`src/rtl/armleocpu_defines.sv`:
```
// Shared definitions for the Sv32 TLB slice.
// Holds PTE access-bit positions, VPN/PPN widths, the VPN1/VPN0 slice bounds
// and the tag comparison used for both lookups and installs.
package armleocpu_defines;

    localparam int VPN_W    = 20;
    localparam int PPN_W    = 22;
    localparam int ACCESS_W = 8;

    // VPN1 selects the 4 MiB megapage, VPN0 the 4 KiB page inside it.
    localparam int VPN1_HI = 19;
    localparam int VPN1_LO = 10;
    localparam int VPN0_HI = 9;
    localparam int VPN0_LO = 0;

    // PTE low-byte bit positions.
    localparam int PTE_V = 0;
    localparam int PTE_R = 1;
    localparam int PTE_W = 2;
    localparam int PTE_X = 3;
    localparam int PTE_U = 4;
    localparam int PTE_G = 5;
    localparam int PTE_A = 6;
    localparam int PTE_D = 7;

    // A megapage tag only compares VPN1; a 4 KiB tag compares the full VPN.
    function automatic logic vpn_match(input logic [VPN_W-1:0] tag,
                                       input logic [VPN_W-1:0] vpn,
                                       input logic             megapage);
        if (megapage)
            return tag[VPN1_HI:VPN1_LO] == vpn[VPN1_HI:VPN1_LO];
        else
            return tag == vpn;
    endfunction

endpackage

```
`src/rtl/armleocpu_tlb_way.sv`:
```
// One TLB entry: valid bit, tag, PPN, megapage flag and access bits, plus the
// comparators used by the lookup path and by the install path.
// Ports:
//   clk, async_rst_n      clock, async active-low reset (clears valid only)
//   invalidate            clear valid at the next edge (wins over write_en)
//   write_en              load this entry with write_* and set valid
//   write_*               translation being installed
//   lookup_vpn            VPN under lookup
//   lookup_match          entry is valid and covers lookup_vpn
//   write_match           entry is valid, same page size, and covers write_vpn
//   ppn/megapage/access_bits  stored contents
module armleocpu_tlb_way
    import armleocpu_defines::*;
(
    input  logic                clk,
    input  logic                async_rst_n,
    input  logic                invalidate,
    input  logic                write_en,
    input  logic [VPN_W-1:0]    write_vpn,
    input  logic [PPN_W-1:0]    write_ppn,
    input  logic                write_megapage,
    input  logic [ACCESS_W-1:0] write_access_bits,
    input  logic [VPN_W-1:0]    lookup_vpn,
    output logic                lookup_match,
    output logic                write_match,
    output logic [PPN_W-1:0]    ppn,
    output logic                megapage,
    output logic [ACCESS_W-1:0] access_bits
);

    logic                valid_q, valid_d;
    logic [VPN_W-1:0]    tag_q;
    logic [PPN_W-1:0]    ppn_q;
    logic                megapage_q;
    logic [ACCESS_W-1:0] access_bits_q;

    always_comb begin
        // NOTE: every always_comb output gets a default first so no latch is inferred.
        valid_d = valid_q;
        if (invalidate)
            valid_d = 1'b0;
        else if (write_en)
            valid_d = 1'b1;
    end

    // NOTE: sequential state uses non-blocking assignments so all flops update together.
    always_ff @(posedge clk or negedge async_rst_n) begin
        if (!async_rst_n)
            valid_q <= 1'b0;
        else
            valid_q <= valid_d;
    end

    // NOTE: payload registers are not reset; valid_q alone qualifies their contents.
    always_ff @(posedge clk) begin
        if (write_en && !invalidate) begin
            tag_q         <= write_vpn;
            ppn_q         <= write_ppn;
            megapage_q    <= write_megapage;
            access_bits_q <= write_access_bits;
        end
    end

    assign lookup_match = valid_q && vpn_match(tag_q, lookup_vpn, megapage_q);
    assign write_match  = valid_q && (megapage_q == write_megapage)
                          && vpn_match(tag_q, write_vpn, megapage_q);
    assign ppn          = ppn_q;
    assign megapage     = megapage_q;
    assign access_bits  = access_bits_q;

endmodule

```
`src/rtl/armleocpu_tlb.sv`:
```
// Fully-associative Sv32 TLB in front of the page table walker.
// Ports:
//   clk, async_rst_n                 clock, async active-low reset
//   resolve_request / resolve_vpn    one-cycle lookup strobe and VPN
//   resolve_done                     high for exactly one cycle after a request
//   resolve_hit/ppn/access_bits      registered result, held between requests
//   write_en / write_*               install a leaf PTE from the walker
//   invalidate_all                   clear every entry (sfence.vma)
// Lookups read pre-write state; installs update a matching entry in place or
// replace the round-robin victim; lowest index wins on aliased matches.
module armleocpu_tlb
    import armleocpu_defines::*;
#(
    parameter int ENTRIES = 16
) (
    input  logic                clk,
    input  logic                async_rst_n,
    input  logic                resolve_request,
    input  logic [VPN_W-1:0]    resolve_vpn,
    output logic                resolve_done,
    output logic                resolve_hit,
    output logic [PPN_W-1:0]    resolve_ppn,
    output logic [ACCESS_W-1:0] resolve_access_bits,
    input  logic                write_en,
    input  logic [VPN_W-1:0]    write_vpn,
    input  logic [PPN_W-1:0]    write_ppn,
    input  logic                write_megapage,
    input  logic [ACCESS_W-1:0] write_access_bits,
    input  logic                invalidate_all
);

    localparam int ENTRIES_W = $clog2(ENTRIES);

    logic [ENTRIES-1:0]  lookup_match, write_match, way_we;
    logic [PPN_W-1:0]    way_ppn         [ENTRIES];
    logic                way_megapage    [ENTRIES];
    logic [ACCESS_W-1:0] way_access_bits [ENTRIES];

    for (genvar g = 0; g < ENTRIES; g++) begin : g_way
        armleocpu_tlb_way u_way (
            .clk               (clk),
            .async_rst_n       (async_rst_n),
            .invalidate        (invalidate_all),
            .write_en          (way_we[g]),
            .write_vpn         (write_vpn),
            .write_ppn         (write_ppn),
            .write_megapage    (write_megapage),
            .write_access_bits (write_access_bits),
            .lookup_vpn        (resolve_vpn),
            .lookup_match      (lookup_match[g]),
            .write_match       (write_match[g]),
            .ppn               (way_ppn[g]),
            .megapage          (way_megapage[g]),
            .access_bits       (way_access_bits[g])
        );
    end

    // Lowest-index priority encoders: scanning downward leaves the lowest match.
    logic                 hit_any, wr_any;
    logic [ENTRIES_W-1:0] hit_idx, wr_idx;

    always_comb begin
        hit_any = 1'b0;
        hit_idx = '0;
        wr_any  = 1'b0;
        wr_idx  = '0;
        for (int i = ENTRIES - 1; i >= 0; i--) begin
            if (lookup_match[i]) begin
                hit_any = 1'b1;
                hit_idx = ENTRIES_W'(i);
            end
            if (write_match[i]) begin
                wr_any = 1'b1;
                wr_idx = ENTRIES_W'(i);
            end
        end
    end

    // Install control: a PTE with V=0 is not a translation and is dropped.
    logic                 install;
    logic [ENTRIES_W-1:0] ptr_q, ptr_d;

    assign install = write_en && write_access_bits[PTE_V] && !invalidate_all;

    always_comb begin
        way_we = '0;
        ptr_d  = ptr_q;
        if (invalidate_all) begin
            ptr_d = '0;
        end else if (install) begin
            if (wr_any) begin
                way_we[wr_idx] = 1'b1;
            end else begin
                way_we[ptr_q] = 1'b1;
                ptr_d         = ptr_q + ENTRIES_W'(1);  // power-of-two wrap
            end
        end
    end

    // Result registers.
    logic                resolve_done_q, resolve_done_d;
    logic                resolve_hit_q, resolve_hit_d;
    logic [PPN_W-1:0]    resolve_ppn_q, resolve_ppn_d;
    logic [ACCESS_W-1:0] resolve_access_bits_q, resolve_access_bits_d;

    always_comb begin
        resolve_done_d        = resolve_request;
        resolve_hit_d         = resolve_hit_q;
        resolve_ppn_d         = resolve_ppn_q;
        resolve_access_bits_d = resolve_access_bits_q;
        if (resolve_request) begin
            if (hit_any && !invalidate_all) begin
                resolve_hit_d         = 1'b1;
                resolve_access_bits_d = way_access_bits[hit_idx];
                if (way_megapage[hit_idx])
                    resolve_ppn_d = {way_ppn[hit_idx][PPN_W-1:VPN1_LO],
                                     resolve_vpn[VPN0_HI:VPN0_LO]};
                else
                    resolve_ppn_d = way_ppn[hit_idx];
            end else begin
                resolve_hit_d         = 1'b0;
                resolve_ppn_d         = '0;
                resolve_access_bits_d = '0;
            end
        end
    end

    always_ff @(posedge clk or negedge async_rst_n) begin
        if (!async_rst_n) begin
            ptr_q                 <= '0;
            resolve_done_q        <= 1'b0;
            resolve_hit_q         <= 1'b0;
            resolve_ppn_q         <= '0;
            resolve_access_bits_q <= '0;
        end else begin
            ptr_q                 <= ptr_d;
            resolve_done_q        <= resolve_done_d;
            resolve_hit_q         <= resolve_hit_d;
            resolve_ppn_q         <= resolve_ppn_d;
            resolve_access_bits_q <= resolve_access_bits_d;
        end
    end

    assign resolve_done        = resolve_done_q;
    assign resolve_hit         = resolve_hit_q;
    assign resolve_ppn         = resolve_ppn_q;
    assign resolve_access_bits = resolve_access_bits_q;

endmodule

```
`config.mk`:
```
export PLATFORM = sky130hd
export DESIGN_NAME = armleocpu_tlb
export DESIGN_NICKNAME = d
export VERILOG_FILES = /design/src/rtl/armleocpu_defines.sv /design/src/rtl/armleocpu_tlb_way.sv /design/src/rtl/armleocpu_tlb.sv
export SDC_FILE = /design/constraint.sdc
export NUM_CORES = 2
export LEC_CHECK = 0
export ABC_CLOCK_PERIOD_IN_PS = 6500
export CAP_MARGIN = 20
export CORE_UTILIZATION = 56
export DETAILED_ROUTE_END_ITERATION = 8
export PLACE_DENSITY = 0.81
export RECOVER_POWER = 50
export SYNTH_ARGS = -nofsm -noshare
export SYNTH_HDL_FRONTEND = slang
export SYNTH_SLANG_ARGS = --single-unit
```
`constraint.sdc`:
```
create_clock -name clk -period 6.5 [get_ports clk]
set_input_delay 1.3 -clock clk [delete_from_list [all_inputs] [get_ports clk]]
set_output_delay 1.3 -clock clk [all_outputs]
set_load 0.02 [all_outputs]
```
* Yosys cells after proc, flatten, opt, wreduce, memory -nomap -nowiden *
Cells that the tools add are included.

storage, ports and cells
  register bits after elaboration = 868
  latch bits = 0
  RAM bits = 0
  memory bits (read-only) = 0
  input port bits = 76
  output and inout bits = 32
  logic and storage cells = 412
  memories = 0

operators by class
  add/sub/neg operators = 1
  multiply operators = 0
  divide/modulo/power cells = 0
  order comparisons = 5
  equal/unequal tests = 81
  shift-type cells = 0
  mux-type cells = 151
  bitwise operators = 1
  reduce and logical (&&, ||, !) cells = 88

operator list
  kind                 number
  $eq 20x20->1         32
  $eq 10x10->1         32
  $mux 4               35
  $mux 1               101
  $bmux 22 s4          1
  $logic_and 1x1->1    69
  $mux 22              3
  $mux 16              3
  $reduce_bool 2->1    17
  $bmux 8 s4           1
  $mux 8               3
  $eq 1x1->1           16
  $lt 4x5->1 const B   2
  $mux 10              1
  $demux 1 s4          2
  $ge 4x1->1 const B   2
  $ge 5x5->1 const B   1
  $not 4->5            1
  $add 4x1->4 const B  1
  $bmux 1 s4           1
  $ne 2x2->1 const B   1
  $reduce_and 2->1     1
  $logic_not 1->1      1

* Longest topological paths before layout *
  depth in word-level cells = 28
  mapped depth = 18
  mapped depth without buffers = 12

* Hierarchy *
A second synthesis with hierarchy kept.

second synthesis, totals
  cells, all modules = 2891
  area total of the unflattened synthesis = 39187.6 µm²

modules (own cells, without submodules)
  module             instances  cells each  area each (µm²)  sequential area each (µm²)
  armleocpu_tlb_way  16         110         2033.2           1556.5
  armleocpu_tlb      1          1131        6656.4           900.9

* Least setup slack after synthesis *
No wires, ideal clock.

  path kind = in2reg
  start = input port write_vpn[2]
  end = register g_way[11].u_way.access_bits_q[0], enable pin
  library setup time = 0.530 ns
  arrival time = 7.556 ns
  data required time = 5.970 ns
  setup slack = -1.586 ns
  cell stages on the path = 13
  path buffers = 2
  path through = clkbuf_1 > buf_2 > xnor2_1 > nand3_1 > or3_1 > a2111oi_0 > nor2_1 > o21ai_0 > a21oi_1 > o211ai_1 > nand2_1 > or2_2 > o21ai_0

on the way
  longest elaborated chain between the ends = 27
  elaborated cells between the ends (all ways) = 89
  classes of those cells = order compare (2); eq/ne (16); mux (53); reduce/logical (18)

ends and longest elaborated chain
  what                                                            line                     source
  from (decl)                                                     armleocpu_tlb.sv:25      input logic [VPN_W-1:0] write_vpn,
  $eq 20x20->1                                                    armleocpu_defines.sv:33  return tag == vpn;
  $mux 1                                                          armleocpu_defines.sv:30  if (megapage)
  $logic_and 1x1->1                                               armleocpu_tlb_way.sv:66  && vpn_match(tag_q, write_vpn, megapage_q);
  $mux 4 (16 in a row)                                            armleocpu_tlb.sv:72      if (write_match[i]) begin
  $lt 4x5->1 (implied by the code) or $ge 4x1->1 (tied branches)  armleocpu_tlb.sv:92      way_we[wr_idx] = 1'b1;
  $logic_and 1x1->1 (implied by the code)                         armleocpu_tlb.sv:92
  $mux 1 (implied by the code)                                    armleocpu_tlb.sv:92
  $demux 1 s4                                                     armleocpu_tlb.sv:92
  $mux 16 (*)                                                     armleocpu_tlb.sv:91      if (wr_any) begin
  $mux 16 (*)                                                     armleocpu_tlb.sv:90      end else if (install) begin
  $mux 16 (*)                                                     armleocpu_tlb.sv:88      if (invalidate_all) begin
  $logic_and 1x1->1 (*)                                           armleocpu_tlb_way.sv:56  if (write_en && !invalidate) begin
  to (signal assigned)                                            armleocpu_tlb_way.sv:60  access_bits_q <= write_access_bits;
  to (decl)                                                       armleocpu_tlb_way.sv:35  logic [ACCESS_W-1:0] access_bits_q;

Every way passes the cells marked *; elsewhere a longest branch is shown, timed or not.
A chain may end at the register's enable or synchronous reset.

* Worst setup path in the final report *
  start = input port write_vpn[9]
  end = register g_way[7].u_way.tag_q[12], enable pin

on the way
  longest elaborated chain between the ends = 27
  elaborated cells between the ends (all ways) = 89
  classes of those cells = order compare (2); eq/ne (16); mux (53); reduce/logical (18)

ends and longest elaborated chain
  what                                                            line                     source
  $eq 20x20->1                                                    armleocpu_defines.sv:33
  $mux 1                                                          armleocpu_defines.sv:30
  $logic_and 1x1->1                                               armleocpu_tlb_way.sv:66
  $mux 4 (16 in a row)                                            armleocpu_tlb.sv:72
  $lt 4x5->1 (implied by the code) or $ge 4x1->1 (tied branches)  armleocpu_tlb.sv:92
  $logic_and 1x1->1 (implied by the code)                         armleocpu_tlb.sv:92
  $mux 1 (implied by the code)                                    armleocpu_tlb.sv:92
  $demux 1 s4                                                     armleocpu_tlb.sv:92
  $mux 16 (*)                                                     armleocpu_tlb.sv:91
  $mux 16 (*)                                                     armleocpu_tlb.sv:90
  $mux 16 (*)                                                     armleocpu_tlb.sv:88
  $logic_and 1x1->1 (*)                                           armleocpu_tlb_way.sv:56
  to (signal assigned)                                            armleocpu_tlb_way.sv:57  tag_q <= write_vpn;
  to (decl)                                                       armleocpu_tlb_way.sv:32  logic [VPN_W-1:0] tag_q;

Marks and branches as above.

==> flow_summary.yaml <==
floorplanning:
  core_area_sq_um: 73300
  die_area_sq_um: 75700
  ioPinCount: 108
  die_width_microns: 275
  num_rows: 99
  start_util: 0.570
  chipHeight_microns: 275
timing:
  rsz0062_at_grt: "false"
  skew_ns: 0.0399
  setup-tns-final_ns: 0
  min_period_over_period: 0.923
  setup_viol: 0
  relSlewSlack: -1.73
  report.final.hold_viol_count: 0
  report.final.slew_viol_count: 123
  finalCriticalPeriod_ns: 6.00
  worst_slew_pin_slew_ns: 4.10
  fmax_mhz: 167
power_and_ir_drop:
  netSwitchingPower_w: 0.00265
  p_clk_frac: 0.433
  max-vdd-ir-drop_v: 0.000247
  power_density_nw_per_um2: 249
  total_leakage_power_nw: 15.2
  seq_power_share: 0.516
  pwr-share-comb: 0.051
  switching_share: 0.222
  power_w: 0.0119
  cellInternalPower_w: 0.00927
logic_synthesis:
  synthFlopType: "edfxtp_1"
  muxShareOfSynthArea: 0.0452
  ys_seq_elements: 868
  async_reset_ff_frac: 0.0599
  ys_warn_count: 0
  synth_nets: 3210
  synthAdderAreaFrac: 0.00120
  syn-mean-instance-area_sq_um: 13.3
  yosysSeqAreaShare: 0.618
  synth_cell_type_count: 74
  synth_top_family_by_area: "XOR/XNOR gates"
  synth-edff-count: 816
  synth-simple-area-share: 0.0942
  synth_compound_area_frac: 0.0821
  synth_xor_area_frac: 0.135
  netlist_area_sq_um: 41800
  synthCells: 3130
run:
  drv_cap: 4
drt:
  drc: 5
  vias_per_cell: 6.72
  wl_microns: 121000
  dr.pass1.iters: 9
  ant_nets: 0
  vias: 28976
  drt-wirelength-per-cell_microns: 28.0
  first_iter_violations: 3639
place:
  numPortBuffers: 107
  dp_hpwl_microns: 75400
  place_congestion: 0.998
clock_network:
  cts_setup_buffers: 0
  root_buffer: "clkbuf_16"
  cts_tree: "built"
  cts_buffers: 88
  path_clk_slew_ns: 0.06
  ctsHoldBuffers: 0
  clock_path_buffers: 3
  ctsResizeCount: 0
  cts_max_level: 3
  clk_latency_ns: 0.68
  cts_sinks: 868
worst_hold_path:
  hp-class: "reg2reg"
  worstHoldStart: "resolve_hit$_DFFE_PN0P_"
global_routing:
  grt_start_max_net_pins: 81
  overflow: 0
  grt_antenna_before_repair: 7
  track_usage: 0.318
  grt_pass1_wl_microns: 179000
  first_global_vias: 28822
finish:
  finalNetCount: 3357
  final_cell_mix: "edfxtp_1, xnor2_1, xor2_1"
  drive_gt1_frac: 0.0892
  final_common_cell: "edfxtp_1"
  area_growth_pct: 14.5
critical_path:
  critical_path_class: "in2reg"
  r2r-start: "g_way[5].u_way.tag_q[2]$_DFFE_PP_"
  path_max_fanout: 21
  cp.arrival_ns: 6.35
  startpoint_type: "primary input"
  worstPathRequired_ns: 6.86
  cp-end-kind: "flip-flop"
  critPathLaunch: "write_vpn[9]"
outcome:
  failed_checks: "DRC, capacitance limit, slew limit"
  status: "finished with violations"
[state kept, by name, indices dropped and copies added, names as in the netlist]
signal,flops
g_way.u_way.valid_q,16
resolve_done,1
resolve_access_bits,8
g_way.u_way.megapage,16
g_way.u_way.tag_q,320
resolve_hit,1
ptr_q,4
resolve_ppn,22
g_way.u_way.access_bits,128
g_way.u_way.ppn,352
[path summary, 6_finish.rpt]
path                                                 endpoint  slack (ns)  depth (start not counted)
setup / recovery           g_way[7].u_way.tag_q[12]$_DFFE_PP_        0.50                         14
hold / removal                        resolve_hit$_DFFE_PN0P_        0.48                          1
setup reg to reg                   resolve_ppn[4]$_DFFE_PN0P_        1.81                         12
hold reg to reg                       resolve_hit$_DFFE_PN0P_        0.48                          1
max in group asynchronous          resolve_ppn[4]$_DFFE_PN0P_        2.11                          1
min in group asynchronous         resolve_ppn[11]$_DFFE_PN0P_        2.07                          1
[metal layers]
layer | part of all wire | track usage | wire length [microns] | up-vias
met5 | 0.00045 | 0 | 54 | -
met4 | 0.049 | 0.156 | 5870 | 8
met3 | 0.10 | 0.0513 | 12000 | 384
met2 | 0.47 | 0.510 | 57100 | 1908
met1 | 0.38 | 0.423 | 45800 | 14351
li1 | - | - | - | 12325
[cell families after synthesis]
family | count (synthesis)
xor+xnor | 645
compound gates | 455
fa+ha+maj | 4
mux | 188
buf+inv | 227
simple gates | 743
flops | 868
[stage by stage]
| stage | instance area, sq um | instances | worst slack, ns | hold WS, ns | utilization |
|---|---|---|---|---|---|
| 6_report | 47800 | 4313 | 0.503 | 0.483 | 0.652 |
| 5_1_grt | 47800 | 4313 | 0.383 | 0.494 | 0.652 |
| 4_1_cts | 48000 | 4311 | 0.945 | 0.494 | 0.654 |
| 3_5_place_dp | 45000 | 4146 | 0.314 | 0.476 | 0.614 |
| 3_3_place_gp | 45000 | 4146 | 0.438 | 0.464 | 0.614 |
| 2_1_floorplan | 41800 | 3130 | -0.212 | 0.526 | - |
[critical path, cell delays in order]
cell	delay [ns]
dlygate4sd3_1	0.84
clkbuf_1	0.79
xnor2_1	0.13
nand4_1	0.12
nor4_1	0.06
a32oi_1	0.49
nor4_1	0.17
or4_1	0.61
or4b_1	0.60
nor2_1	0.15
and2_1	0.33
nand3b_1	0.21
o21ai_4	0.29
buf_12	0.26
[cells in the mapped netlist (6+ instances only)]
cell         n  area share
a21o_1       8      0.0014
a21oi_1     13      0.0016
a221oi_1     7      0.0015
a22o_1      44      0.0092
a22oi_1    146       0.026
a311oi_1    18      0.0038
a31oi_1     39      0.0058
a32oi_1      8      0.0017
a41o_1       6      0.0014
a41oi_1     16      0.0034
and2_1       9      0.0013
and3_1       9      0.0013
buf_1       17      0.0015
buf_2      102       0.012
buf_4        7      0.0013
clkbuf_1    81      0.0073
dfrtp_1     52       0.031
edfxtp_1   816        0.59
inv_1       19      0.0017
mux2i_1    184       0.044
nand2_1    145       0.013
nand3_1    121       0.015
nand4_1    174       0.026
nor2_1      70      0.0063
nor3_1      82      0.0098
nor4_1      71       0.011
o211ai_1    35      0.0063
o21ai_0     46      0.0055
o21ai_1      6     0.00072
o22a_1       8      0.0017
o2bb2ai_1    7      0.0015
or2_2        7      0.0010
or3_1        9      0.0013
or4_1       23      0.0041
xnor2_1    426       0.089
xor2_1     219       0.046
[area by class of cell]
type,count,area [sq um]
Antenna cell,2,5.00
Fill cell,5075,25500
Sequential cell,868,25800
Timing Repair Buffer,265,2610
Multi-Input combinational cell,2035,15200
Inverter,19,71.3
Clock buffer,114,2340
Clock inverter,51,608
Tap cell,959,1200
[power groups by stage]
stage	Combinational [W]	Sequential [W]	Clock [W]
finish	0.000610	0.00614	0.00516
global placement	0.000591	0.00626	0
CTS	0.000612	0.00614	0.00519
global route	0.000641	0.00614	0.00540
floorplan	0.000333	0.00626	0
detailed placement	0.000608	0.00626	0
Power figures use the tool's default switching activity.
